## config.mk

```make
export PLATFORM = sky130hd
export DESIGN_NAME = change_dispenser_flat
export DESIGN_NICKNAME = d
export VERILOG_FILES = /design/src/rtl/change_dispenser_pkg.sv /design/src/rtl/change_dispenser_if.sv /design/src/rtl/change_dispenser_timer.sv /design/src/rtl/change_dispenser.sv /design/src/flat_wrapper.sv
export SDC_FILE = /design/constraint.sdc
export NUM_CORES = 1
export LEC_CHECK = 0
export ABC_AREA = 0
export CORE_ASPECT_RATIO = 1.75
export CORE_MARGIN = 4
export CORE_UTILIZATION = 35
export CTS_CLUSTER_SIZE = 10
export DETAILED_ROUTE_END_ITERATION = 10
export PLACE_DENSITY_LB_ADDON = 0.05
export SLEW_MARGIN = 20
export SYNTH_ARGS = -nofsm -noshare
export SYNTH_HDL_FRONTEND = slang
export SYNTH_SLANG_ARGS = --single-unit
```

## constraint.sdc

```tcl
create_clock -name clk -period 2.8 [get_ports clk]
set_clock_uncertainty 0.05 [all_clocks]
set_input_delay 0.28 -clock clk [delete_from_list [all_inputs] [get_ports clk]]
set_output_delay 0.28 -clock clk [all_outputs]
set_load 0.01 [all_outputs]
```

## src/rtl/change_dispenser_pkg.sv

```systemverilog
// Shared definitions for the change dispenser: coin values, Q1 width,
// FSM states and the coin-select encoding with its helpers.
package vend_pkg;

  localparam int SUM_W = 6;

  localparam logic [SUM_W-1:0] VAL_10 = 6'd20;
  localparam logic [SUM_W-1:0] VAL_1  = 6'd2;
  localparam logic [SUM_W-1:0] VAL_05 = 6'd1;

  typedef enum logic [2:0] {
    IDLE,
    SELECT,
    DRIVE,
    WAIT,
    GAP,
    DONE,
    FAULT
  } state_e;

  typedef enum logic [1:0] {
    COIN_NONE,
    COIN_10,
    COIN_1,
    COIN_05
  } coin_e;

  // Greedy choice: largest coin that still fits in the remaining amount.
  function automatic coin_e pick_coin(input logic [SUM_W-1:0] rem);
    if (rem >= VAL_10)     return COIN_10;
    else if (rem >= VAL_1) return COIN_1;
    else if (rem == VAL_05) return COIN_05;
    else                   return COIN_NONE;
  endfunction

  function automatic logic [SUM_W-1:0] coin_value(input coin_e c);
    case (c)
      COIN_10: return VAL_10;
      COIN_1:  return VAL_1;
      COIN_05: return VAL_05;
      default: return '0;
    endcase
  endfunction

  // Drive vector ordering is {hop10, hop1, hop05}.
  function automatic logic [2:0] coin_drv(input coin_e c);
    case (c)
      COIN_10: return 3'b100;
      COIN_1:  return 3'b010;
      COIN_05: return 3'b001;
      default: return 3'b000;
    endcase
  endfunction

endpackage

```

## src/rtl/change_dispenser_if.sv

```systemverilog
// Request/status and hopper-drive bundle between the vending FSM side
// (master) and the change dispenser (slave).
interface change_dispenser_if;

  logic                       start;
  logic [vend_pkg::SUM_W-1:0] amount;
  logic                       coin_sense;
  logic                       clr_fault;
  logic                       busy;
  logic                       done;
  logic                       fault;
  logic                       hop10_drv;
  logic                       hop1_drv;
  logic                       hop05_drv;
  logic [vend_pkg::SUM_W-1:0] remaining;

  modport master (
    output start, amount, coin_sense, clr_fault,
    input  busy, done, fault, hop10_drv, hop1_drv, hop05_drv, remaining
  );

  modport slave (
    input  start, amount, coin_sense, clr_fault,
    output busy, done, fault, hop10_drv, hop1_drv, hop05_drv, remaining
  );

endinterface

```

## src/rtl/change_dispenser_timer.sv

```systemverilog
// Loadable 8-bit down-counter that stops at zero; zero flag is taken
// straight from the count register.
module dispense_timer (
  input  logic       clk,
  input  logic       rst_n,
  input  logic       load,
  input  logic [7:0] load_val,
  input  logic       en,
  output logic       zero
);

  logic [7:0] cnt;

  // NOTE: sequential state uses non-blocking assignments so every register
  // samples pre-edge values, independent of statement order.
  always_ff @(posedge clk or negedge rst_n) begin
    if (!rst_n)               cnt <= '0;
    else if (load)            cnt <= load_val;
    else if (en && cnt != '0) cnt <= cnt - 8'd1;
  end

  assign zero = (cnt == '0);

endmodule

```

## src/rtl/change_dispenser.sv

```systemverilog
// Greedy coin payout sequencer: one coin at a time, largest first, each
// confirmed by the hopper exit sensor with a per-coin timeout to FAULT.
module change_dispenser
  import vend_pkg::*;
#(
  parameter int unsigned PULSE_CYC   = 4,
  parameter int unsigned GAP_CYC     = 2,
  parameter int unsigned TIMEOUT_CYC = 255
) (
  input logic              clk,
  input logic              rst_n,
  change_dispenser_if.slave dif
);

  // Counters are loaded with N-1 so the zero flag is seen in the Nth cycle.
  localparam logic [7:0] PULSE_LD = 8'(PULSE_CYC - 1);
  localparam logic [7:0] GAP_LD   = 8'(GAP_CYC - 1);
  localparam logic [7:0] TMO_LD   = 8'(TIMEOUT_CYC - 1);

  state_e           state;
  coin_e            coin;
  logic [2:0]       drv;
  logic [SUM_W-1:0] remaining;
  logic             busy, done, fault;

  logic       pulse_load, pulse_en, pulse_zero;
  logic [7:0] pulse_val;
  logic       tmo_load, tmo_en, tmo_zero;
  coin_e      next_coin;

  assign next_coin = pick_coin(remaining);

  // NOTE: every signal written here gets a default first, so no path can
  // leave one unassigned and infer a latch.
  always_comb begin
    pulse_load = 1'b0;
    pulse_val  = PULSE_LD;
    pulse_en   = 1'b0;
    tmo_load   = 1'b0;
    tmo_en     = 1'b0;
    case (state)
      SELECT: if (remaining != '0) begin
        pulse_load = 1'b1;
        tmo_load   = 1'b1;
      end
      DRIVE, WAIT: begin
        tmo_en = 1'b1;
        if (dif.coin_sense) begin
          pulse_load = 1'b1;
          pulse_val  = GAP_LD;
        end else begin
          pulse_en = (state == DRIVE);
        end
      end
      GAP:     pulse_en = 1'b1;
      default: ;
    endcase
  end

  dispense_timer u_pulse_timer (
    .clk      (clk),
    .rst_n    (rst_n),
    .load     (pulse_load),
    .load_val (pulse_val),
    .en       (pulse_en),
    .zero     (pulse_zero)
  );

  dispense_timer u_tmo_timer (
    .clk      (clk),
    .rst_n    (rst_n),
    .load     (tmo_load),
    .load_val (TMO_LD),
    .en       (tmo_en),
    .zero     (tmo_zero)
  );

  always_ff @(posedge clk or negedge rst_n) begin
    if (!rst_n) begin
      state     <= IDLE;
      coin      <= COIN_NONE;
      drv       <= 3'b000;
      remaining <= '0;
      busy      <= 1'b0;
      done      <= 1'b0;
      fault     <= 1'b0;
    end else begin
      done <= 1'b0;
      case (state)
        IDLE: if (dif.start) begin
          remaining <= dif.amount;
          busy      <= 1'b1;
          state     <= SELECT;
        end
        SELECT: begin
          if (remaining == '0) begin
            done  <= 1'b1;
            state <= DONE;
          end else begin
            coin  <= next_coin;
            drv   <= coin_drv(next_coin);
            state <= DRIVE;
          end
        end
        DRIVE, WAIT: begin
          // A sense on the timeout cycle itself still counts as a paid coin.
          if (dif.coin_sense) begin
            remaining <= remaining - coin_value(coin);
            drv       <= 3'b000;
            state     <= GAP;
          end else if (tmo_zero) begin
            drv   <= 3'b000;
            fault <= 1'b1;
            state <= FAULT;
          end else if (state == DRIVE && pulse_zero) begin
            drv   <= 3'b000;
            state <= WAIT;
          end
        end
        GAP: if (pulse_zero) state <= SELECT;
        DONE: begin
          busy  <= 1'b0;
          state <= IDLE;
        end
        FAULT: if (dif.clr_fault) begin
          fault     <= 1'b0;
          busy      <= 1'b0;
          remaining <= '0;
          state     <= IDLE;
        end
        default: state <= IDLE;
      endcase
    end
  end

  assign dif.busy      = busy;
  assign dif.done      = done;
  assign dif.fault     = fault;
  assign dif.hop10_drv = drv[2];
  assign dif.hop1_drv  = drv[1];
  assign dif.hop05_drv = drv[0];
  assign dif.remaining = remaining;

endmodule
```

## src/flat_wrapper.sv

```systemverilog
// flat-port wrapper written by rule: the top's interface ports become plain ports
module change_dispenser_flat import vend_pkg::*;
#(
  parameter int unsigned PULSE_CYC   = 4,
  parameter int unsigned GAP_CYC     = 2,
  parameter int unsigned TIMEOUT_CYC = 255
)
  (clk, rst_n, dif_start, dif_amount, dif_coin_sense, dif_clr_fault, dif_busy, dif_done, dif_fault, dif_hop10_drv, dif_hop1_drv, dif_hop05_drv, dif_remaining);
  change_dispenser_if dif_i ();
  input logic clk;
  input logic rst_n;
  input wire logic [$bits(dif_i.start)-1:0] dif_start;
  input wire logic [$bits(dif_i.amount)-1:0] dif_amount;
  input wire logic [$bits(dif_i.coin_sense)-1:0] dif_coin_sense;
  input wire logic [$bits(dif_i.clr_fault)-1:0] dif_clr_fault;
  output wire logic [$bits(dif_i.busy)-1:0] dif_busy;
  output wire logic [$bits(dif_i.done)-1:0] dif_done;
  output wire logic [$bits(dif_i.fault)-1:0] dif_fault;
  output wire logic [$bits(dif_i.hop10_drv)-1:0] dif_hop10_drv;
  output wire logic [$bits(dif_i.hop1_drv)-1:0] dif_hop1_drv;
  output wire logic [$bits(dif_i.hop05_drv)-1:0] dif_hop05_drv;
  output wire logic [$bits(dif_i.remaining)-1:0] dif_remaining;
  assign dif_i.start = dif_start;
  assign dif_i.amount = dif_amount;
  assign dif_i.coin_sense = dif_coin_sense;
  assign dif_i.clr_fault = dif_clr_fault;
  assign dif_busy = dif_i.busy;
  assign dif_done = dif_i.done;
  assign dif_fault = dif_i.fault;
  assign dif_hop10_drv = dif_i.hop10_drv;
  assign dif_hop1_drv = dif_i.hop1_drv;
  assign dif_hop05_drv = dif_i.hop05_drv;
  assign dif_remaining = dif_i.remaining;
  change_dispenser #(.PULSE_CYC(PULSE_CYC), .GAP_CYC(GAP_CYC), .TIMEOUT_CYC(TIMEOUT_CYC)) u_core (.clk(clk), .rst_n(rst_n), .dif(dif_i));
endmodule
```

# After elaboration in Yosys (flattened, before gate mapping)
# Cells that the tools add are included.
# classes
add_sub_neg,3
reduce_logical,23
bitwise_logic,1
eq_ne,21
shift,0
div,0
mul,0
muxes,45
order_cmp,2
# ops
operator,count
two-way mux 8 bit,5
two-way mux 3 bit,11
two-way mux 6 bit,5
case mux 6 bit (3 select lines),1
logical NOT 8 bit,2
nonzero test 8 bit,2
subtractor 8 x 1 -> 8 bit (second input constant),2
case mux 3 bit (5 select lines),1
case mux 5 bit (3 select lines),1
AND reduction 4 bit,3
two-way mux 1 bit,11
!= test 2 bit (second input constant),5
== test 3 bit (second input constant),3
case mux 3 bit (3 select lines),1
== test 2 bit (second input constant),4
two-way mux 2 bit,4
nonzero test 2 bit,4
== test 3 x 2 -> 1 bit (second input constant),2
== test 6 x 1 -> 1 bit (second input constant),1
greater-or-equal comparator 6 x 2 -> 1 bit (second input constant),1
greater-or-equal comparator 6 x 5 -> 1 bit (second input constant),1
logical NOT 6 bit,1
case mux 1 bit (2 select lines),3
case mux 3 bit (2 select lines),1
14 further kinds,20
# word_totals
n_memories,0
ramBits,0
in_bits,11
rom_bits,0
out_inout_bits,12
elab_cells,104
regBits,33
latch_bits,0

# Depth between registers and ports, before layout
# Gate-level depths: netlist (run 1).
# depth
word_depth,8
mapped_depth,7
ltp_nobuf,7

# Cells and area by module
# From an unflattened synthesis (run 1), not the netlist that was laid out.
# unflattened
hier_cells,235
hier_area_um2,2140.8
# modules_own_cells
mod,n_inst,seq_area_each_um2,area_per_inst_um2,cells_per_inst
change_dispenser,1,425.4,1084.8,119
dispense_timer,2,200.2,528.0,58

# Worst setup path before layout (run 1)
# Ideal clock, no wire load.
# synth_timing
kind,register -> register
from,register u_core.u_tmo_timer.cnt[0]
to,register u_core.state[0]
arrival_time_ns,1.842
n_path_buf,0
path_stages_with_launch,8
slack_ns,0.783
required_time_ns,2.625
period_less_slack_ns,2.017
cell_sequence,dfrtp_1 inv_1 ha_1 or3b_2 o21a_4 o311ai_4 o21a_4 mux2_4
# synth_via
elab_chain_cells,4
# synth_lines
item,line,source
"start, declared",change_dispenser_timer.sv:12,logic [7:0] cnt;
"start signal, assigned",change_dispenser_timer.sv:18,else if (load) cnt <= load_val;
"start signal, assigned",change_dispenser_timer.sv:19,else if (en && cnt != '0) cnt <= cnt - 8'd1;
logical NOT 8 bit (*),change_dispenser_timer.sv:22,assign zero = (cnt == '0);
two-way mux 3 bit,change_dispenser.sv:111,end else if (tmo_zero) begin
two-way mux 3 bit,change_dispenser.sv:107,if (dif.coin_sense) begin
case mux 3 bit (5 select lines),change_dispenser.sv:89,case (state)
"end signal, assigned",change_dispenser.sv:93,state <= SELECT;
"end signal, assigned",change_dispenser.sv:110,state <= GAP;
"end signal, assigned",change_dispenser.sv:114,state <= FAULT;
"end, declared",change_dispenser.sv:20,state_e state;
# Every way passes the cells marked *; elsewhere a longest branch is shown, timed or not.
# A chain may end at the register's enable or synchronous reset.

# Worst setup path in the final report (run 1)
# layout_timing
from,register u_core.u_pulse_timer.cnt[0]
to,register u_core.state[0]
# layout_via
elab_chain_cells,4
# layout_lines
item,line,source
"start, declared",change_dispenser_timer.sv:12,
"start signal, assigned",change_dispenser_timer.sv:18,
"start signal, assigned",change_dispenser_timer.sv:19,
logical NOT 8 bit (*),change_dispenser_timer.sv:22,
logical AND 1 bit,change_dispenser.sv:115,end else if (state == DRIVE && pulse_zero) begin
!= test 4 x 2 -> 1 bit (no source line),-,
AND reduction 4 bit (no source line) (*),-,
"end signal, assigned",change_dispenser.sv:114,
"end signal, assigned",change_dispenser.sv:117,state <= WAIT;
"end signal, assigned",change_dispenser.sv:120,GAP: if (pulse_zero) state <= SELECT;
# Marked as above.

==> flow_summary.yaml, run 1 <==
pwr:
  power_frac_seq_pct: 31.4
  p_leak_nw: 1.01
  p_switching_mw: 1.13
  switching_share_pct: 42.0
  total_power_mw: 2.70
  power.share.combinational_pct: 51.2
  ir_drop_mv: 0.453
  p_per_area_nw_per_um2: 1110
  clkPwrFrac_pct: 17.4
  p_int_mw: 1.56
grt:
  antenna_found_initial: 0
  use_met3_pct: 2.61
  grt_start_max_net_pins: 34
  met2_usage_pct: 30.1
  overflow: 0
  grt.total_usage_pct: 15.6
  use_met1_pct: 16.7
  grt_pass1_vias: 1696
  grt_pass1_wl_microns: 8360
  busiest_layer: "met2"
timing:
  rsz0062_at_grt: "false"
  finalHoldViolCount: 0
  slew_headroom_pct: 44.6
  final-max-slew-violation-count: 0
  setup_viol: 0
  worst_slew_pin_slew_ps: 810
  fin_tns_setup_ps: 0
  fin_crit_ps: 2120
  post-route-period-util_pct: 75.8
  fmaxAchievable_mhz: 471
finish:
  area_growth_pct: 22.3
  final_nets: 257
  antenna_cells: 0
  postLayoutCoreUtil_pct: 43.7
  drive_above_1_share_pct: 11.3
  design_area_sq_um: 2420
synth:
  synth_seq_cells: 33
  synth_edf_count: 0
  yosysSeqAreaShare_pct: 41.7
  syn_inst: 209
  async_reset_ff_share_pct: 100
  yosysUniqueCellTypes: 50
  syn_area_sq_um: 1980
  syn_nets: 229
  yosysWarnings: 0
  synthFlopType: "dfrtp_1"
  avgSynthCellArea_sq_um: 9.48
clocking:
  cts_tree: "done"
  max-clock-path-buffers: 2
  cts_sinks: 33
  cts_made_buffers: 5
  post_cts_resized: 0
  root_buffer: "clkbuf_8"
  cts_hold_buf: 0
  clk_pin_slew_ps: 70
  insertion_delay_ps: 280
  cts.htree.levels: 2
  postCtsSetupRepairBufs: 0
place:
  portBuffers: 22
  dp_hpwl_microns: 3790
  place_area_sq_um: 2300
  place_congestion: 0.772
hold_path:
  hold_path_class: "in2async"
routing:
  first_pass_iters: 4
  wire_per_inst_microns: 15.6
  drt-total-wl_microns: 4910
  ant_nets: 0
  route.detailed.drc: 0
  vias: 1626
  drt_iter0_drc: 43
  vias_per_cell: 5.18
worst_setup_path:
  r2r_setup_slack_ps: 680
  rr_worst_depth: 7
  cp_num_buf_inv: 1
  crit_path_start_kind: "register"
  cp_cell_sequence: "inv_1 -> ha_1 -> nor2b_1 -> nand3b_1 -> o311ai_4 -> o21a_4 -> mux2_4"
  cp_top_family: "compound AO/OA/AOI/OAI gates"
  crit_cells: 7
  crit_slowest_cell: "dfrtp_1"
  cp_data_arrival_time_ps: 2240
  endpoint_kind: "register"
  crit_path_max_incr_delay_ps: 380
  worst-setup-path-type: "reg2reg"
  cp_max_fo: 6
  worst_r2r_endpoint: "u_core.state[0]$_DFFE_PN0P_"
  worstPathRequired_ps: 2920
  r2r-start: "u_core.u_pulse_timer.cnt[0]$_DFFE_PN0P_"
job:
  drv_cap: 0
floorplanning:
  core_sq_um: 5540
  num_rows: 36
  die_h_microns: 108
  pin_count: 23
  die_x_microns: 64.9
  initial_utilization_pct: 35.7
  dieArea_sq_um: 6970
run_status:
  status: "finished, final reports clean"
flip-flops by register name, summed over array words and instances, names as in the netlist:
| signal | cells |
|---|---|
| u_core.u_pulse_timer.cnt | 8 |
| u_core.u_tmo_timer.cnt | 8 |
| u_core.dif.remaining | 6 |
| u_core.drv | 3 |
| u_core.state | 3 |
| u_core.coin | 2 |
| u_core.dif.busy | 1 |
| u_core.dif.done | 1 |
| u_core.dif.fault | 1 |
cell type report:
class | count | area [sq um]
Sequential cell | 33 | 826
Inverter | 15 | 56.3
Clock inverter | 2 | 37.5
Fill cell | 554 | 3120
Tap cell | 76 | 95.1
Clock buffer | 6 | 82.6
Multi-Input combinational cell | 156 | 1070
Timing Repair Buffer | 26 | 250
cell usage in the layout, fill, tap and decap left out, types with 3 or more instances in the layout:
cell | netlist | final
nand2b_1 | 3 | 3
ha_1 | 8 | 8
o21ai_0 | 13 | 13
xnor2_1 | 4 | 4
or3_1 | 3 | 3
nor3_1 | 5 | 5
xor2_1 | 11 | 11
clkbuf_8 | 0 | 6
a22o_1 | 3 | 3
nor2b_1 | 4 | 4
o211ai_1 | 3 | 3
nand2_1 | 15 | 15
a31oi_1 | 3 | 3
buf_4 | 0 | 4
dfrtp_1 | 33 | 33
nor2_1 | 25 | 25
a21oi_1 | 12 | 12
clkdlybuf4s50_1 | 0 | 22
nand3_1 | 7 | 7
inv_1 | 14 | 14
stage by stage:
stage               cells  hold slack, ps  worst slack (ps)
finish                314             350               678
global route          314             404               555
CTS                   314             370               651
detailed placement    306             424               666
global placement      306             426               738
floorplan             209           -65.6               783
logic make-up after synthesis:
group,after synthesis,share of synthesized area (%)
AOI/OAI and AO/OA,52,19.1
and+or+nand+nor,78,21.2
DFF,33,41.7
xor gates and xnor gates,15,6.63
buffers and inverters,20,4.04
adders and majority gates,9,6.06
muxes,2,1.26
per-layer routing:
layer	wire (microns)	vias up
met5	0	-
met4	96	0
met3	99	9
met2	2800	33
met1	1920	784
li1	-	800
cells in the mapped netlist (all sizes together) (2+ instances only):
cell	number	share of area, %
or3	3	0.95
o21a	3	1.9
nand3	8	2.3
a22o	3	1.3
dfrtp	33	42
or4	2	1.1
nand2	16	3.2
a22oi	2	0.76
xor2	11	4.9
and3b	2	0.88
nor2	25	4.7
a32o	2	1.0
a21oi	13	3.5
xnor2	4	1.8
buf	4	1.0
ha	8	5.1
o211ai	3	1.1
o21ai	14	3.5
inv	14	2.7
nand2b	4	1.4
or3b	2	0.88
nor3	5	1.3
nor2b	4	1.3
o31ai	2	1.0
a31oi	3	0.95
nand4	2	0.63
power by group through the flow:
stage                     Combinational, mW  Clock (mW)  Sequential (mW)
after floorplan                       0.978           0            0.792
after global placement                 1.37           0            0.851
after detailed placement               1.39           0            0.856
after CTS                              1.40       0.485            0.848
after global routing                   1.54       0.506            0.876
final                                  1.38       0.468            0.847
worst max-delay path by stage:
| stage | from | endpoint | slack (ps) |
|---|---|---|---|
| after global placement | u_core.u_pulse_timer.cnt[0]$_DFFE_PN0P_ | u_core.u_pulse_timer.cnt[7]$_DFFE_PN0P_ | 740 |
| after CTS | u_core.u_pulse_timer.cnt[4]$_DFFE_PN0P_ | u_core.state[0]$_DFFE_PN0P_ | 650 |
| after detailed placement | u_core.u_pulse_timer.cnt[4]$_DFFE_PN0P_ | u_core.state[0]$_DFFE_PN0P_ | 670 |
| after floorplan | u_core.u_tmo_timer.cnt[0]$_DFFE_PN0P_ | u_core.state[0]$_DFFE_PN0P_ | 780 |
| after global routing | u_core.u_pulse_timer.cnt[0]$_DFFE_PN0P_ | u_core.state[0]$_DFFE_PN0P_ | 550 |
| final | u_core.u_pulse_timer.cnt[0]$_DFFE_PN0P_ | u_core.state[0]$_DFFE_PN0P_ | 680 |
worst register-to-register path: stages, from the launching register on:
cell and delay, ps:
dfrtp_1 380, inv_1 110, ha_1 150, nor2b_1 160, nand3b_1 300, o311ai_4 380
o21a_4 190, mux2_4 290
(Power assumes the default switching activity.)
==> run 2, diff against run 1 <==
==> constraint.sdc (replaced) <==
create_clock -name clk -period 2.1 [get_ports clk]
set_clock_uncertainty 0.05 [all_clocks]
set_input_delay 0.21 -clock clk [delete_from_list [all_inputs] [get_ports clk]]
set_output_delay 0.21 -clock clk [all_outputs]
set_load 0.01 [all_outputs]
==> flow_summary.yaml, run 2 (same netlist as run 1, synthesis figures left out) <==
run_status:
  status: "finished, final reports clean"
worst_setup_path:
  crit_path_max_incr_delay_ps: 460
  cp_data_arrival_time_ps: 2180
  worstPathRequired_ps: 2220
  cp_top_family: "compound AO/OA/AOI/OAI gates"
  worst-setup-path-type: "reg2reg"
  crit_slowest_cell: "or3b_2"
  cp_num_buf_inv: 1
  worst_r2r_endpoint: "u_core.state[0]$_DFFE_PN0P_"
  cp_cell_sequence: "inv_2 -> ha_1 -> or3b_2 -> o21a_4 -> o311ai_4 -> o21a_4 -> mux2_4"
  endpoint_kind: "register"
  r2r_setup_slack_ps: 40
  crit_path_start_kind: "register"
  rr_worst_depth: 7
  r2r-start: "u_core.u_tmo_timer.cnt[0]$_DFFE_PN0P_"
  crit_top_cell: "o21a_4"
  cp_max_fo: 5
timing:
  setup_viol: 0
  finalHoldViolCount: 0
  slew_headroom_pct: 67.3
  post-route-period-util_pct: 98.1
  worst_slew_pin_slew_ps: 488
  fmaxAchievable_mhz: 486
  rsz0062_at_grt: "true"
  hold_slack_ps: 290
  setup_slack_ps: 40.9
  final-max-slew-violation-count: 0
  fin_tns_setup_ps: 0
  fin_crit_ps: 2060
finish:
  postLayoutCoreUtil_pct: 46.2
  layout.cells.non_filler: 330
  final_common_cell: "dfrtp_1"
  antenna_cells: 0
  area_growth_pct: 29.2
  design_area_sq_um: 2560
  final_nets: 273
  final_cell_mix: "dfrtp_1, nor2_1, clkdlybuf4s50_1, buf_4, nand2_1"
  drive_above_1_share_pct: 18.5
  top_regs: "u_core.u_pulse_timer.cnt: 8 flops, u_core.u_tmo_timer.cnt: 8 flops, u_core.dif.remaining: 6 flops"
clocking:
  root_buffer: "clkbuf_8"
  cts_made_buffers: 5
  cts.htree.levels: 2
  insertion_delay_ps: 280
  cts_tree: "done"
  clk_pin_slew_ps: 70
  cts_sinks: 33
  max-clock-path-buffers: 2
hold_path:
  hold_path_class: "in2async"
pwr:
  p_leak_nw: 1.09
  switching_share_pct: 41.5
  power_frac_seq_pct: 27.7
  clkPwrFrac_pct: 16.4
  ir_drop_mv: 0.841
  p_int_mw: 2.24
  p_per_area_nw_per_um2: 1500
  power.share.combinational_pct: 55.8
  total_power_mw: 3.83
  p_switching_mw: 1.59
routing:
  drt_iter0_drc: 49
  first_pass_iters: 4
  wire_per_inst_microns: 15.9
  drt-total-wl_microns: 5260
  vias: 1740
  ant_nets: 0
  vias_per_cell: 5.27
  route.detailed.drc: 0
place:
  place_congestion: 0.849
  place_area_sq_um: 2410
  dp.cells: 321
  dp_hpwl_microns: 4080
  dp_slack_ps: 18.0
  portBuffers: 22
grt:
  grt_pass1_vias: 1950
  antenna_found_initial: 0
  grt.total_usage_pct: 16.7
  grt_pass1_wl_microns: 8970
  grt_start_max_net_pins: 34
  overflow: 0
floorplanning:
  num_rows: 36
  dieArea_sq_um: 6970
  pin_count: 23
  core_sq_um: 5540
  die_h_microns: 108
  die_x_microns: 64.9
  initial_utilization_pct: 35.7
job:
  drv_cap: 0
run 2: changes by cell type in the layout (fill, tap and decap cells not counted), sizes merged:
cell  before  now
buf        4   20
run 2: worst max-delay path by stage:
stage	start	end	depth (start not counted)
after detailed placement	u_core.u_tmo_timer.cnt[0]$_DFFE_PN0P_	u_core.state[0]$_DFFE_PN0P_	7
after global routing	u_core.u_tmo_timer.cnt[0]$_DFFE_PN0P_	u_core.state[0]$_DFFE_PN0P_	7
after CTS	u_core.u_tmo_timer.cnt[0]$_DFFE_PN0P_	u_core.state[0]$_DFFE_PN0P_	7
final	u_core.u_tmo_timer.cnt[0]$_DFFE_PN0P_	u_core.state[0]$_DFFE_PN0P_	7
after floorplan	u_core.u_tmo_timer.cnt[0]$_DFFE_PN0P_	u_core.state[0]$_DFFE_PN0P_	7
after global placement	u_core.u_tmo_timer.cnt[0]$_DFFE_PN0P_	u_core.state[0]$_DFFE_PN0P_	7
run 2: layout make-up:
class                           count  area, sq um
Sequential cell                    33          826
Timing Repair Buffer               42          370
Tap cell                           76         95.1
Clock buffer                        6         82.6
Multi-Input combinational cell    156         1090
Fill cell                         551         2980
Inverter                           15         56.3
Clock inverter                      2         37.5
run 2: per-layer routing:
metal,global-route usage [%],part of all wire (%),vias up
li1,-,-,826
met1,17.0,37,858
met2,31.5,56,39
met3,2.30,2.5,17
met4,9.53,4.8,0
met5,0,0,-
run 2: power by group through the flow:
| stage | Clock (mW) | Sequential, mW | Combinational, mW |
|---|---|---|---|
| floorplan | 0 | 1.06 | 1.30 |
| global placement | 0 | 1.06 | 2.07 |
| detailed placement | 0 | 1.07 | 2.12 |
| CTS | 0.652 | 1.06 | 2.14 |
| global route | 0.678 | 1.09 | 2.38 |
| finish | 0.630 | 1.06 | 2.14 |
run 2: repair_timing:
item / in CTS / in global routing
endpoints found under the setup margin: 0 / 4
buffers inserted: 0 / 1
hold buffers: 0 / 0
resized for setup: 0 / 4
hold endpoints to repair: 0 / 0
